==> config.mk <==
export PLATFORM = sky130hd
export DESIGN_NAME = rom_arbiter
export DESIGN_NICKNAME = d
export VERILOG_FILES = /design/src/rtl/rom_arb_pkg.sv /design/src/rtl/rom_arb_tag_pipe.sv /design/src/rtl/rom_arbiter.sv
export SDC_FILE = /design/constraint.sdc
export NUM_CORES = 1
export LEC_CHECK = 0
export BUFFER_PORTS_ARGS = -buffer_cell sky130_fd_sc_hd__buf_2
export CAP_MARGIN = 15
export CELL_PAD_IN_SITES_DETAIL_PLACEMENT = 2
export CELL_PAD_IN_SITES_GLOBAL_PLACEMENT = 2
export CORE_ASPECT_RATIO = 2
export CORE_MARGIN = 3
export CORE_UTILIZATION = 27
export CTS_CLUSTER_SIZE = 30
export DETAILED_ROUTE_END_ITERATION = 10
export GPL_TIMING_DRIVEN = 0
export HOLD_SLACK_MARGIN = 0.02
export PLACE_DENSITY = 0.88
export SLEW_MARGIN = 20
export SYNTH_ARGS = -nofsm -noshare
export SYNTH_HDL_FRONTEND = slang
export SYNTH_SLANG_ARGS = --single-unit
==> constraint.sdc <==
create_clock -name sys_clk -period 1.5 [get_ports sys_clk]
set_input_delay 0.075 -clock sys_clk [delete_from_list [all_inputs] [get_ports sys_clk]]
set_output_delay 0.075 -clock sys_clk [all_outputs]
set_load 0.1 [all_outputs]
==> src/rtl/rom_arb_pkg.sv <==
// rom_arb_pkg: shared widths, requester id and tag types for the
// ROM arbiter (rom_arbiter, rom_arb_tag_pipe).
package rom_arb_pkg;

    localparam int ROM_AW     = 8;
    localparam int ROM_DW     = 8;
    localparam int RD_LAT_MAX = 4;

    typedef enum logic {
        REQ0 = 1'b0,
        REQ1 = 1'b1
    } req_id_t;

    typedef struct packed {
        logic    valid;
        req_id_t id;
    } tag_t;

endpackage

==> src/rtl/rom_arb_tag_pipe.sv <==
// rom_arb_tag_pipe: RD_LAT-deep shift register of read tags.
// Ports: i_clk, i_rst_n (async clear), i_tag in, o_tag (exiting tag).
module rom_arb_tag_pipe
    import rom_arb_pkg::*;
#(
    parameter int RD_LAT = 1
) (
    input  logic i_clk,
    input  logic i_rst_n,
    input  tag_t i_tag,
    output tag_t o_tag
);

    tag_t r_pipe [RD_LAT];

    always_ff @(posedge i_clk or negedge i_rst_n) begin
        if (!i_rst_n) begin
            for (int i = 0; i < RD_LAT; i++) begin
                r_pipe[i] <= '0;
            end
        end else begin
            r_pipe[0] <= i_tag;
            for (int i = 1; i < RD_LAT; i++) begin
                r_pipe[i] <= r_pipe[i-1];
            end
        end
    end

    assign o_tag = r_pipe[RD_LAT-1];

endmodule

==> src/rtl/rom_arbiter.sv <==
// rom_arbiter: shares one synchronous ROM between two requesters,
// tagging each issued read and returning data with a per-requester
// valid strobe.
// Ports: sys_clk, rst_n; req0/addr0, req1/addr1 in; gnt0/gnt1 out;
// rdata, rvalid0/rvalid1 out; rom_addr out, rom_q in.
// Build option: ROM_ARB_FIXED_PRIO_EN selects fixed priority (req0
// wins) instead of the default round-robin.
module rom_arbiter
    import rom_arb_pkg::*;
#(
    parameter int RD_LAT = 1
) (
    input  logic              sys_clk,
    input  logic              rst_n,
    input  logic              req0,
    input  logic [ROM_AW-1:0] addr0,
    input  logic              req1,
    input  logic [ROM_AW-1:0] addr1,
    output logic              gnt0,
    output logic              gnt1,
    output logic [ROM_DW-1:0] rdata,
    output logic              rvalid0,
    output logic              rvalid1,
    output logic [ROM_AW-1:0] rom_addr,
    input  logic [ROM_DW-1:0] rom_q
);

    logic              w_any;
    logic              w_pick1;
    tag_t              w_tag_in;
    tag_t              w_tag_out;
    logic              r_gnt0;
    logic              r_gnt1;
    logic [ROM_AW-1:0] r_rom_addr;
    logic [ROM_DW-1:0] r_rdata;
    logic              r_rvalid0;
    logic              r_rvalid1;

    assign w_any = req0 | req1;

`ifdef ROM_ARB_FIXED_PRIO_EN
    assign w_pick1 = req1 & ~req0;
`else
    // r_prio1 set means requester 1 wins the next tie
    logic r_prio1;

    assign w_pick1 = req1 & (~req0 | r_prio1);

    always_ff @(posedge sys_clk or negedge rst_n) begin
        if (!rst_n) begin
            r_prio1 <= 1'b0;
        end else if (w_any) begin
            r_prio1 <= ~w_pick1;
        end
    end
`endif

    always_ff @(posedge sys_clk or negedge rst_n) begin
        if (!rst_n) begin
            r_gnt0     <= 1'b0;
            r_gnt1     <= 1'b0;
            r_rom_addr <= '0;
        end else begin
            r_gnt0 <= w_any & ~w_pick1;
            r_gnt1 <= w_pick1;
            if (w_any) begin
                r_rom_addr <= w_pick1 ? addr1 : addr0;
            end
        end
    end

    // The tag enters the pipe one edge after the grant, lining its exit
    // up with the cycle in which rom_q carries that read's data.
    assign w_tag_in.valid = r_gnt0 | r_gnt1;
    assign w_tag_in.id    = r_gnt1 ? REQ1 : REQ0;

    rom_arb_tag_pipe #(
        .RD_LAT (RD_LAT)
    ) u_tag_pipe (
        .i_clk   (sys_clk),
        .i_rst_n (rst_n),
        .i_tag   (w_tag_in),
        .o_tag   (w_tag_out)
    );

    always_ff @(posedge sys_clk or negedge rst_n) begin
        if (!rst_n) begin
            r_rdata   <= '0;
            r_rvalid0 <= 1'b0;
            r_rvalid1 <= 1'b0;
        end else begin
            r_rvalid0 <= w_tag_out.valid & (w_tag_out.id == REQ0);
            r_rvalid1 <= w_tag_out.valid & (w_tag_out.id == REQ1);
            if (w_tag_out.valid) begin
                r_rdata <= rom_q;
            end
        end
    end

    assign gnt0     = r_gnt0;
    assign gnt1     = r_gnt1;
    assign rom_addr = r_rom_addr;
    assign rdata    = r_rdata;
    assign rvalid0  = r_rvalid0;
    assign rvalid1  = r_rvalid1;

endmodule

==> impl_metrics.prom <==
# TYPE chip_impl_metric gauge
chip_impl_info{name="status",value="complete, no violations"} 1
chip_impl_metric{name="synthDistinctLibCells",unit=""} 16
chip_impl_info{name="most_common_cell_after_layout_fill_and_taps_aside",value="buf_2"} 1
chip_impl_metric{name="slew-limit-headroom",unit="%"} 66.1
chip_impl_metric{name="worst_r2r_path_depth",unit=""} 4
chip_impl_info{name="worst_hold_startpoint",value="rom_q[2]"} 1
chip_impl_metric{name="vdd_drop_max",unit="mV"} 0.573
chip_impl_metric{name="final_worst_setup_slack",unit="ns"} 0.282
chip_impl_metric{name="antenna_violating_nets_post_route",unit=""} 0
chip_impl_metric{name="layout.cells.non_filler",unit=""} 168
chip_impl_metric{name="numClockSinks",unit=""} 23
chip_impl_metric{name="first_global_vias",unit=""} 866
chip_impl_metric{name="timing.hold.worst_path_depth",unit=""} 2
chip_impl_metric{name="ys.warnings.count",unit=""} 0
chip_impl_metric{name="post_cts_hold_buffer_count",unit=""} 1
chip_impl_metric{name="fin_total_pwr",unit="mW"} 1.93
chip_impl_metric{name="synth_area",unit="um2"} 976
chip_impl_metric{name="die_boundary_width",unit="um"} 48.5
chip_impl_metric{name="max_slew.worst_pin.slew",unit="ns"} 0.508
chip_impl_metric{name="postSynthCellCount",unit=""} 68
chip_impl_metric{name="cell_area_reported_after_detailed_placement",unit="um2"} 1280
chip_impl_metric{name="fraction_of_the_yosys_area_taken_by_sequential_cells",unit="%"} 59.0
chip_impl_metric{name="detail_route.vias_per_cell",unit=""} 4.60
chip_impl_metric{name="num_antenna_cells",unit=""} 0
chip_impl_metric{name="groute.usage.overall",unit="%"} 12.6
chip_impl_info{name="cp_cell_instances",value="nand2b_1 -> buf_2 -> nand2_4 -> o221a_2"} 1
chip_impl_info{name="rsz_0062_raised_after_global_routing",value="no"} 1
chip_impl_metric{name="post-cts-setup-buffer-count",unit=""} 0
chip_impl_metric{name="nNetsFinal",unit=""} 149
chip_impl_metric{name="final_util",unit="%"} 39.2
chip_impl_metric{name="wirelength",unit="um"} 2650
chip_impl_metric{name="powerDensity",unit="nW/um2"} 1450
chip_impl_info{name="hold_path_class",value="primary input to flop"} 1
chip_impl_metric{name="ioPinCount",unit=""} 48
chip_impl_metric{name="h-tree-depth",unit=""} 1
chip_impl_metric{name="min_period_over_period",unit="%"} 81.2
chip_impl_metric{name="chipHeight",unit="um"} 91.0
chip_impl_metric{name="clock_pin_slew_on_the_worst_setup_and_hold_paths",unit="ns"} 0.08
chip_impl_metric{name="num_vias",unit=""} 773
chip_impl_metric{name="max_cap_violations",unit=""} 0
chip_impl_metric{name="drc",unit=""} 0
chip_impl_metric{name="netSwitchingPower",unit="uW"} 873
chip_impl_metric{name="max_stage_delay",unit="ns"} 0.37
chip_impl_metric{name="comb_power_share",unit="%"} 42.5
chip_impl_metric{name="clock_latency",unit="ns"} 0.26
chip_impl_metric{name="number_of_filler_instances_in_the_final_layout",unit=""} 387
chip_impl_metric{name="gpl_wtd_cong",unit=""} 0.658
chip_impl_metric{name="core.rowCount",unit=""} 30
chip_impl_metric{name="crit_buf_inv",unit=""} 1
chip_impl_metric{name="drive_gt1_share",unit="%"} 74.2
chip_impl_metric{name="arrival_time_at_the_worst_endpoint",unit="ns"} 1.37
chip_impl_metric{name="layout_min_cycle_time",unit="ns"} 1.22
chip_impl_metric{name="tritoncts.num_buffers",unit=""} 3
chip_impl_metric{name="port-buffer-count",unit=""} 47
chip_impl_metric{name="swShare",unit="%"} 45.1
chip_impl_metric{name="whs",unit="ns"} 0.0504
chip_impl_metric{name="coreArea",unit="um2"} 3420
chip_impl_info{name="clk_root_buffer_cell",value="clkbuf_8"} 1
chip_impl_metric{name="finClkSkew",unit="ns"} 0.00277
chip_impl_info{name="startpoint_of_the_worst_slack_reg_to_reg_timing_path",value="r_prio1"} 1
chip_impl_metric{name="grt_max_degree",unit=""} 24
chip_impl_info{name="mostFrequentLayoutCells",value="49 x buf_2, 15 x dfrtp_1"} 1
chip_impl_metric{name="clkPwrFrac",unit="%"} 19.3
chip_impl_info{name="holdPathEnd",value="rdata[2]"} 1
chip_impl_metric{name="die_area",unit="um2"} 4420
chip_impl_metric{name="final_design_area_no_fill",unit="um2"} 1340
chip_impl_metric{name="seqPwrFrac",unit="%"} 38.2
chip_impl_metric{name="drt_iter0_drc",unit=""} 6
chip_impl_metric{name="total_congestion_overflow",unit=""} 0
chip_impl_metric{name="synth.net_count",unit=""} 96
chip_impl_metric{name="r2r_setup_slack",unit="ns"} 0.28
chip_impl_metric{name="dpl.cell_count",unit=""} 163
chip_impl_metric{name="cts_repair_resize_count",unit=""} 0
chip_impl_info{name="worst_path_max_delay_cell",value="dfrtp_1"} 1
chip_impl_metric{name="register_bit_count_reported_by_yosys",unit=""} 23
chip_impl_info{name="element_type_at_the_critical_path_start",value="flop"} 1
chip_impl_metric{name="area_delta_synth_final",unit="%"} 37.1
chip_impl_metric{name="clk_path_buf_depth",unit=""} 2
chip_impl_metric{name="highest_achievable_clock_rate",unit="GHz"} 0.821
chip_impl_metric{name="power_leakage",unit="nW"} 0.641
chip_impl_metric{name="place_hpwl",unit="um"} 2200
chip_impl_metric{name="timing.setup.tns",unit="ns"} 0
chip_impl_metric{name="initial_utilization",unit="%"} 28.6
chip_impl_metric{name="timing_max_transition_violations_final",unit=""} 0
chip_impl_metric{name="antenna_found_initial",unit=""} 0
chip_impl_metric{name="timing.final.hold_violations",unit=""} 0
chip_impl_info{name="criticalPathCategory",value="flop to flop"} 1
chip_impl_info{name="cts_tree",value="built"} 1
chip_impl_info{name="reg2reg_to",value="rom_addr[7]"} 1
chip_impl_info{name="endpoint_kind",value="flop"} 1
chip_impl_metric{name="max_fo_critical_path",unit=""} 10
chip_impl_metric{name="timing.critical_path.required",unit="ns"} 1.65
chip_impl_metric{name="post_synth.cell_area_avg",unit="um2"} 14.4
chip_impl_info{name="crit_family",value="flip-flops"} 1
chip_impl_metric{name="wl_per_cell",unit="um"} 15.8
chip_impl_metric{name="placement.setup.worst_slack",unit="ns"} 0.251
chip_impl_metric{name="grt_first_pass_wirelength",unit="um"} 4390
chip_impl_metric{name="detailedRoute.firstPassIterationCount",unit=""} 2
chip_impl_metric{name="internal-power",unit="mW"} 1.06
chip_impl_metric{name="final-setup-viol-count",unit=""} 0
routing by layer:
layer / share of wire (%) / GRT usage (%) / wire length [um]
met5: 0 / 0 / 0
met4: 0.34 / 4.28 / 9
met3: 7.2 / 2.96 / 191
met2: 54 / 22.8 / 1440
met1: 38 / 14.3 / 1010
area by class of cell:
type | count | area (um2) | area share (%)
clock inverters | 1 | 5.00 | 0.374
plain buffers | 4 | 32.5 | 2.43
repair buffers | 48 | 245 | 18.3
inverters | 2 | 7.51 | 0.561
flip-flops and latches | 23 | 586 | 43.8
multi-input cells | 39 | 360 | 26.9
well taps | 48 | 60.1 | 4.49
clock buffers | 3 | 41.3 | 3.09
worst max-delay path by stage:
stage	startpoint	slack, ns	to	depth (start not counted)
after global placement	r_prio1	0.32	rom_addr[2]	4
after detailed placement	r_prio1	0.25	rom_addr[7]	4
final	r_prio1	0.28	rom_addr[7]	4
after CTS	r_prio1	0.24	rom_addr[7]	4
after floorplan	rom_addr[0]	0.18	rom_addr[0]	3
after global routing	r_prio1	0.20	rom_addr[7]	4
kinds of logic (layout without fill, tap and decap cells):
| family | Yosys count | count (layout) | share of synthesized area, % |
|---|---|---|---|
| compound gates | 18 | 18 | 18.6 |
| mux | 8 | 8 | 9.23 |
| simple gates | 13 | 13 | 9.10 |
| buf+inv | 6 | 58 | 4.10 |
| flops | 23 | 23 | 59.0 |
registers in the layout (all words and copies together), names as in the netlist:
register / flops
rvalid0: 1
rom_addr: 8
rdata: 8
gnt1: 1
gnt0: 1
r_prio1: 1
u_tag_pipe.o_tag: 2
rvalid1: 1
synth_stat cells:
library cell | instances | share of area, %
buf_6 | 2 | 2.3
a21boi_0 | 1 | 0.77
nand2_4 | 1 | 1.2
nor2b_1 | 8 | 5.1
dfrtp_1 | 23 | 59
or2_2 | 1 | 0.64
buf_2 | 2 | 1.0
and2_1 | 1 | 0.64
o221a_2 | 8 | 9.2
inv_1 | 2 | 0.77
nor2b_2 | 1 | 0.90
mux2_2 | 8 | 9.2
nand2b_1 | 1 | 0.64
a211o_1 | 1 | 0.90
a211o_2 | 7 | 7.2
o21ai_0 | 1 | 0.51
power by group through the flow:
stage	clock network (mW)	registers [mW]	logic (mW)
after floorplan	0	1.26	0.145
after global placement	0	0.742	0.808
after detailed placement	0	0.754	0.828
after CTS	0.394	0.742	0.831
after global routing	0.426	0.752	0.852
final	0.374	0.739	0.821
No activity file was read; power rests on OpenSTA's default activity.
